`src/rtl/acc_drain_requant.sv`:
```
// acc_drain_requant: snapshot a MAC row, clear it, stream requantized int8 lanes one per beat.
// Optional ReLU clamp of negative results is enabled by defining ACC_DRAIN_RELU_EN.
module acc_drain_requant #(
  parameter int N_LANES = 8,
  parameter int ACC_W   = 32,
  parameter int MULT_W  = 16,
  parameter int SHIFT_W = 5
) (
  input  logic                       clk,
  input  logic                       rst_n,
  input  logic                       tile_done,
  input  logic [N_LANES*ACC_W-1:0]   acc_in,
  input  logic [N_LANES-1:0]         sat_in,
  input  logic [MULT_W-1:0]          req_mult,
  input  logic [SHIFT_W-1:0]         req_shift,
  output logic                       mac_clr,
  output logic                       busy,
  output logic                       out_valid,
  input  logic                       out_ready,
  output logic [7:0]                 out_data,
  output logic [$clog2(N_LANES)-1:0] out_lane,
  output logic                       out_last,
  output logic                       out_sat,
  output logic                       overrun,
  input  logic                       overrun_clr
);
  localparam int LW = $clog2(N_LANES);
  localparam int PW = ACC_W + MULT_W + 1;
  localparam logic signed [PW-1:0] MAX_Q = 127;
  localparam logic signed [PW-1:0] MIN_Q = -128;
  typedef enum logic [1:0] {IDLE, CLEAR, DRAIN} state_t;
  state_t state, state_nx;
  logic signed [ACC_W-1:0] acc_snap [N_LANES];
  logic [N_LANES-1:0] sat_snap;
  logic [MULT_W-1:0] mult_snap;
  logic [SHIFT_W-1:0] shift_snap;
  logic [LW-1:0] sel;
  logic signed [PW-1:0] p, rnd, r, rq;
  logic clamp, load, accept;
  logic [7:0] q;
  always_ff @(posedge clk)
    if (!rst_n) state <= IDLE;
    else state <= state_nx;
  always_comb begin
    state_nx = state;
    case (state)
      IDLE:    if (tile_done) state_nx = CLEAR;
      CLEAR:   state_nx = DRAIN;
      DRAIN:   if (accept && out_last) state_nx = IDLE;
      default: state_nx = IDLE;
    endcase
  end
  always_comb begin
    mac_clr = state == CLEAR;
    busy = state != IDLE;
  end
  // Snapshot is deliberately left out of reset; only a fresh capture replaces it.
  always_ff @(posedge clk)
    if (rst_n && state == IDLE && tile_done) begin
      for (int i = 0; i < N_LANES; i++) acc_snap[i] <= acc_in[i*ACC_W +: ACC_W];
      sat_snap <= sat_in;
      mult_snap <= req_mult;
      shift_snap <= req_shift;
    end
  always_comb begin
    sel = state == CLEAR ? '0 : out_lane + LW'(1);
    p = PW'(acc_snap[sel]) * PW'($signed({1'b0, mult_snap}));
    rnd = shift_snap == '0 ? '0 : PW'(1) << (shift_snap - SHIFT_W'(1));
    r = (p + rnd) >>> shift_snap;
`ifdef ACC_DRAIN_RELU_EN
    rq = r[PW-1] ? '0 : r;
`else
    rq = r;
`endif
    clamp = rq > MAX_Q || rq < MIN_Q;
    q = rq > MAX_Q ? 8'h7f : rq < MIN_Q ? 8'h80 : rq[7:0];
    accept = out_valid && out_ready;
    load = state == CLEAR || (state == DRAIN && (!out_valid || out_ready) && !out_last);
  end
  always_ff @(posedge clk)
    if (!rst_n) begin
      out_valid <= 1'b0;
      out_data <= '0;
      out_lane <= '0;
      out_last <= 1'b0;
      out_sat <= 1'b0;
    end else if (load) begin
      out_valid <= 1'b1;
      out_data <= q;
      out_lane <= sel;
      out_last <= sel == LW'(N_LANES - 1);
      out_sat <= clamp | sat_snap[sel];
    end else if (accept) out_valid <= 1'b0;
  always_ff @(posedge clk)
    if (!rst_n) overrun <= 1'b0;
    else overrun <= (tile_done && state != IDLE) ? 1'b1 : overrun_clr ? 1'b0 : overrun;
endmodule

```
`config.mk`:
```
export PLATFORM = sky130hd
export DESIGN_NAME = acc_drain_requant
export DESIGN_NICKNAME = d
export VERILOG_FILES = /design/src/rtl/acc_drain_requant.sv
export SDC_FILE = /design/constraint.sdc
export NUM_CORES = 2
export LEC_CHECK = 0
export CAP_MARGIN = 15
export CORE_UTILIZATION = 50
export DETAILED_ROUTE_END_ITERATION = 6
export GPL_TIMING_DRIVEN = 1
export PLACE_DENSITY_LB_ADDON = 0.3
export SYNTH_ARGS = -nofsm -noshare
export SYNTH_HDL_FRONTEND = slang
export SYNTH_SLANG_ARGS = --single-unit
```
`constraint.sdc`:
```
create_clock -name clk -period 25.4 [get_ports clk]
set_clock_uncertainty 0.05 [all_clocks]
set_input_delay 6.35 -clock clk [delete_from_list [all_inputs] [get_ports clk]]
set_output_delay 6.35 -clock clk [all_outputs]
set_load 0.01 [all_outputs]
```
Yosys cells after proc, flatten, opt, wreduce, memory -nomap -nowiden
Memory sizes are Yosys's and may differ from the RTL's.
Index checks and enable logic that the tools add are counted.

storage, ports and cells
  output and inout port bits = 17
  bits of input ports = 290
  bits in registers = 46
  memory bits (writable) = 256
  memories = 1

cells by class
  magnitude comparators = 3
  $add $sub $neg = 3
  equality and inequality tests = 5
  bitwise logic cells = 1
  shifts and indexed selects = 2
  reduce and logical (&&, ||, !) cells = 18
  multipliers = 1
  mux-type cells = 15

memory list
  name      depth  bits a word  read ports  clocked after Yosys merged registers in  wr ports  RTL line  RTL
  acc_snap  8      32           1           0                                        8         33        logic signed [ACC_W-1:0] acc_snap [N_LANES];

operator list
  cell                                                         count
  adder 49 bit                                                 1
  > comparator 49 x 8 -> 1 bit, second input constant          1
  less-than comparator 49 x 8 -> 1 bit, second input constant  1
  multiplier 32 x 17 -> 49 bit                                 1
  two-way mux 49 bit                                           1
  left shift 1 x 5 -> 49 bit, first input constant             1
  >>> shifter 49 x 5 -> 49 bit                                 1
  two-way mux 8 bit                                            2
  logical AND 1 bit                                            7
  two-way mux 1 bit                                            7
  one-hot mux 2 bit (3 select lines)                           1
  nonzero test 2 bit                                           3
  zero test 5 bit                                              1
  subtractor 5 x 1 -> 5 bit, second input constant             1
  less-than comparator 3 x 4 -> 1 bit, second input constant   1
  two-way mux 2 bit                                            2
  != test 2 bit, second input constant                         2
  adder 3 x 1 -> 3 bit, second input constant                  1
  binary-select mux 1 bit (select 3 bit)                       1
  equality test 3 bit, second input constant                   1
  logical OR 1 bit                                             3
  two-way mux 3 bit                                            1
  equality test 2 x 1 -> 1 bit, second input constant          1
  equality test 2 bit, second input constant                   1
  other kinds (4)                                              5

Longest topological paths before layout
An unclocked memory read counts as a cell.

  word-level depth = 9
  mapped depth = 42
  depth with buffers taken out = 36

Worst setup path before layout
OpenSTA, ideal clock, no wires.

  path kind = input port to flip-flop
  start point = in rst_n
  end point = mem acc_snap[0][0] (enable)
  path buffers = 1
  setup slack = 5937 ps
  library setup time = 936 ps
  data required time = 24414 ps
  arrival time = 18477 ps
  stages on the path = 3
  cells stage by stage = clkbuf_1 nand2_1 nor2_1

RTL lines
  item         RTL line  RTL
  from (decl)  10        input logic rst_n,
  to (decl)    33

Worst setup path in the final report
  start point = reg state[1]
  end point = reg out_sat

on the way
  longest elaborated chain between the ends = 9

RTL lines
  item                                                                                  RTL line  RTL
  from (decl)                                                                           32        state_t state, state_nx;
  from (signal assigned)                                                                43        else state <= state_nx;
  equality test 2 x 1 -> 1 bit                                                          66, 78
  two-way mux 3 bit                                                                     66        sel = state == CLEAR ? '0 : out_lane + LW'(1);
  memory read (8 x 32 bit)                                                              --
  multiplier 32 x 17 -> 49 bit                                                          67        p = PW'(acc_snap[sel]) * PW'($signed({1'b0, mult_snap}));
  adder 49 bit                                                                          69        r = (p + rnd) >>> shift_snap;
  >>> shifter 49 x 5 -> 49 bit                                                          69
  > comparator 49 x 8 -> 1 bit or less-than comparator 49 x 8 -> 1 bit (tied branches)  75        clamp = rq > MAX_Q || rq < MIN_Q;
  logical OR 1 bit                                                                      75
  bitwise OR 1 bit                                                                      92        out_sat <= clamp | sat_snap[sel];
  to (signal assigned)                                                                  92
  to (decl)                                                                             23        output logic out_sat,

Several ways; a longest one is shown, not always the timed one. The select of a mux whose other input is x is not followed.
A chain may end at the register's enable or synchronous reset.

==> summary.md <==
| Metric | Value |
|---|---|
| Commonest register cell after synthesis | `edfxtp_1` |
| Detailed Route Iter0 Violations | `2322` |
| Antenna viol nets, final | `0` |
| Warnings from Yosys | `0` |
| Pin count of the biggest net entering global routing | `roughly 170` |
| Initial core utilization | `50.88%` |
| Final HPWL DP | `82570 microns` |
| First-pass DRT Iterations | `7` |
| Critical path endpoint category | `register` |
| Combinational family with the most area after synthesis | `adder cells` |
| Sequential fraction of the synthesis area | `24.80%` |
| Simple-gate share of the synthesized area | `16.22%` |
| Syn-to-layout area delta | `13.73%` |
| Placed cells | `4607` |
| Worst EP required | `25760 ps` |
| Vias per cell | `between 5 and 6` |
| Adder-Cell Fraction of Synth Area | `33.20%` |
| Num CTS Buffers | `27` |
| Hold depth | `1` |
| RSZ-0062 raised after global routing | `no` |
| Longest Clk Path Bufs | `3` |
| # port buffers | `306` |
| Core area | `just over 70000 sq um` |
| Compound-gate portion of the synthesized area | `~13%` |
| Synthesized net count | `4432` |
| Run status | `finished clean` |
| Final wirelength | `104700 microns` |
| First-pass GRT wire length | `164200 microns` |
| Initial antenna violation count | `3` |
| CTS tree | `done` |
| Crit path DAT | `11940 ps` |
| Crit Path Max Fanout | `64` |
| Worst R2R Setup Slack | `13810 ps` |
| Critical-path top delay cell | `o31ai_2` |
| Storage cell area | `8899 sq um` |
| Worst-Skew Late Latency | `roughly 560 ps` |
| Synthesized flop and latch total | `302` |
| Max Fclk | `86.31 MHz` |
| Crit path time final | `11590 ps` |
| Multi-input combinational cell area | `24260 sq um` |
| Worst min path class | `register to register` |
| Resize count post-CTS | `0` |
| GRT Overall Usage | `28.81%` |
| CTS sink count | `~300` |
| Routed via count | `27640` |
| Non-filler cells, final | `4658` |
| Min-delay src | `out_data[7]$_SDFFE_PN0P_` |
| Die height | `269.9 microns` |
| Layout Nets | `about 4600` |
| Max_cap viols | `0` |
| Worst reg-to-reg path cell count | `34` |
| # setup viols final | `0` |
| H-Tree Depth | `1` |
| CTS root buffer | `clkbuf_16` |
| Num rows | `97` |
| Clock-pin slew of the registers on the worst-case setup and hold paths | `60 ps` |
| Worst Setup Start Kind | `register` |
| Chip width | `269.9 microns` |
| Synth Cell Area | `between 30000 and 40000 sq um` |
| Fin. max-slew vios | `0` |
| Avg Synthesized Cell Area | `around 10 sq um` |
| Worst Hold End | `out_data[7]$_SDFFE_PN0P_` |
| Hold Buf Count CTS | `0` |
| Period utilisation layout | `45.61%` |
| Slew HR | `21.95%` |
| WL/cell | `22.47 microns` |
| Category of the most critical setup path | `register to register` |
| # IOs | `307` |
| Grt total ovfl | `0` |
| Fin. Hold Viols | `0` |
| Final setup TNS | `0 ps` |
| Remaining DRCs | `0` |
| Worst-Margin Slew | `1171 ps` |
| Vias in the first global route | `~28000` |
| Post-CTS Setup Inserts | `0` |
| Die area | `72820 sq um` |
| Setup crit start | `state[1]$_SDFFE_PN0P_` |
| Max incr delay on CP | `830 ps` |
| Multiplexer area fraction after synthesis | `4.189%` |
| RR Endpoint | `out_sat$_SDFFE_PN0P_` |
| Reg2reg start | `state[1]$_SDFFE_PN0P_` |
| Layout cells sized above 1 | `around 7.3%` |
| Synth Area in XOR/XNOR | `0.9626%` |
| Post-synth EDFFs | `285` |
| Post-synth ARST share | `0%` |
| Final RePlAce weighted congestion | `1.014` |
| Fill count | `between 5000 and 6000` |
| Synth cell types | `119` |
| Post-Syn Instances | `about 3500` |
layout by cell type, fill, tap and decap left out, types with 29 or more instances in the layout:
cell type	instances
fa_1	520
inv_1	515
clkdlybuf4s50_1	306
edfxtp_1	285
nand2_1	253
nor2b_1	249
nor2_1	150
and2_1	124
a21oi_1	121
ha_1	120
nand2b_1	75
buf_4	69
nor3_1	67
o21ai_0	67
a221oi_1	66
mux4_2	47
nand3_1	43
a211oi_1	35
mux2i_1	32
nand4_1	29
worst max-delay path by stage:
stage	endpoint	slack [ps]
floorplan	acc_snap[0][0]$_DFFE_PP_	5940
global placement	out_sat$_SDFFE_PN0P_	14020
detailed placement	out_sat$_SDFFE_PN0P_	13870
CTS	out_sat$_SDFFE_PN0P_	13850
global route	out_sat$_SDFFE_PN0P_	12960
finish	out_sat$_SDFFE_PN0P_	13810
final cells by class:
cell class,count,share of cell area [%]
diodes,2,0.01227
clock buffers,30,1.684
clock inverters,19,0.5458
inverters,520,4.784
multi-input cells,2469,59.46
flip-flops and latches,302,21.81
well taps,940,2.883
repair buffers,376,8.826
per-layer routing:
metal  vias up  wire length (microns)  track usage [%]
li1      12220                      -                -
met3       190                   7287            2.943
met1     14030                  43670            40.02
met5         -                      0                0
met4         0                   2743            7.641
met2      1201                  50980            48.27
critical path, delay by kind of cell, from the launching register on:
family,cells,cell delay (ps)
simple gates,6,2060
mux,1,430
buf+inv,7,1530
flops,1,310
fa+ha+maj,7,3350
compound gates,13,3700
cells in the mapped netlist (14+ instances only):
master    instances  area (sq um)
edfxtp_1        285          8558
or3_1            14         87.58
buf_1            16         60.06
mux4_2           47          1059
o21ai_1          20         100.1
o21ai_0          67         335.3
a211oi_1         35         262.8
nand2_1         256         960.9
fa_1            520         10410
o211ai_1         26         195.2
nand4_1          29         181.4
and3_1           15         93.84
a31oi_1          14         87.58
nor3_1           67         335.3
inv_1           516          1937
nor2b_1         250          1564
nor2_1          152         570.6
o221ai_1         14         122.6
clkbuf_1        162         608.1
a221oi_1         66         578.1
nand2b_1         75         469.2
ha_1            120          1501
dfxtp_1          17         340.3
nor4_1           16         100.1
a21oi_1         122         610.6
xnor2_1          24         210.2
o31ai_1          26         195.2
o21a_1           22         165.2
nand3_1          43         215.2
buf_2            23         115.1
a21o_1           19         142.6
and2_1          124         775.7
mux2i_1          32         320.3
registers in the layout (all words and copies together) (netlist names), 2 cells and up:
register / flops
sat_snap: 8
state: 2
out_lane: 3
acc_snap: 256
out_data: 8
mult_snap: 16
shift_snap: 5
through the flow:
step	utilization, %	hold WS (ps)	area (sq um)	setup WS (ps)
5_1_grt	57.86	471.0	40800	12960
3_3_place_gp	56.57	425.2	39890	14020
3_5_place_dp	56.57	439.4	39890	13870
6_report	57.86	459.9	40800	13810
4_1_cts	57.86	456.6	40800	13850
2_1_floorplan	-	447.4	35870	5937
kinds of logic (layout without fill, tap and decap cells):
logic type / Yosys count / count (layout)
and+or+nand+nor: 1093 / 1093
xor gates and xnor gates: 37 / 37
AOI/OAI and AO/OA: 608 / 608
DFF: 302 / 302
buffers and inverters: 731 / 945
other: 1 / 3
adders and majority gates: 640 / 640
muxes: 90 / 90
Power is left out: the tool's default activity adds up to more than one toggle a clock period on the data nets, which glitch-free logic cannot reach.
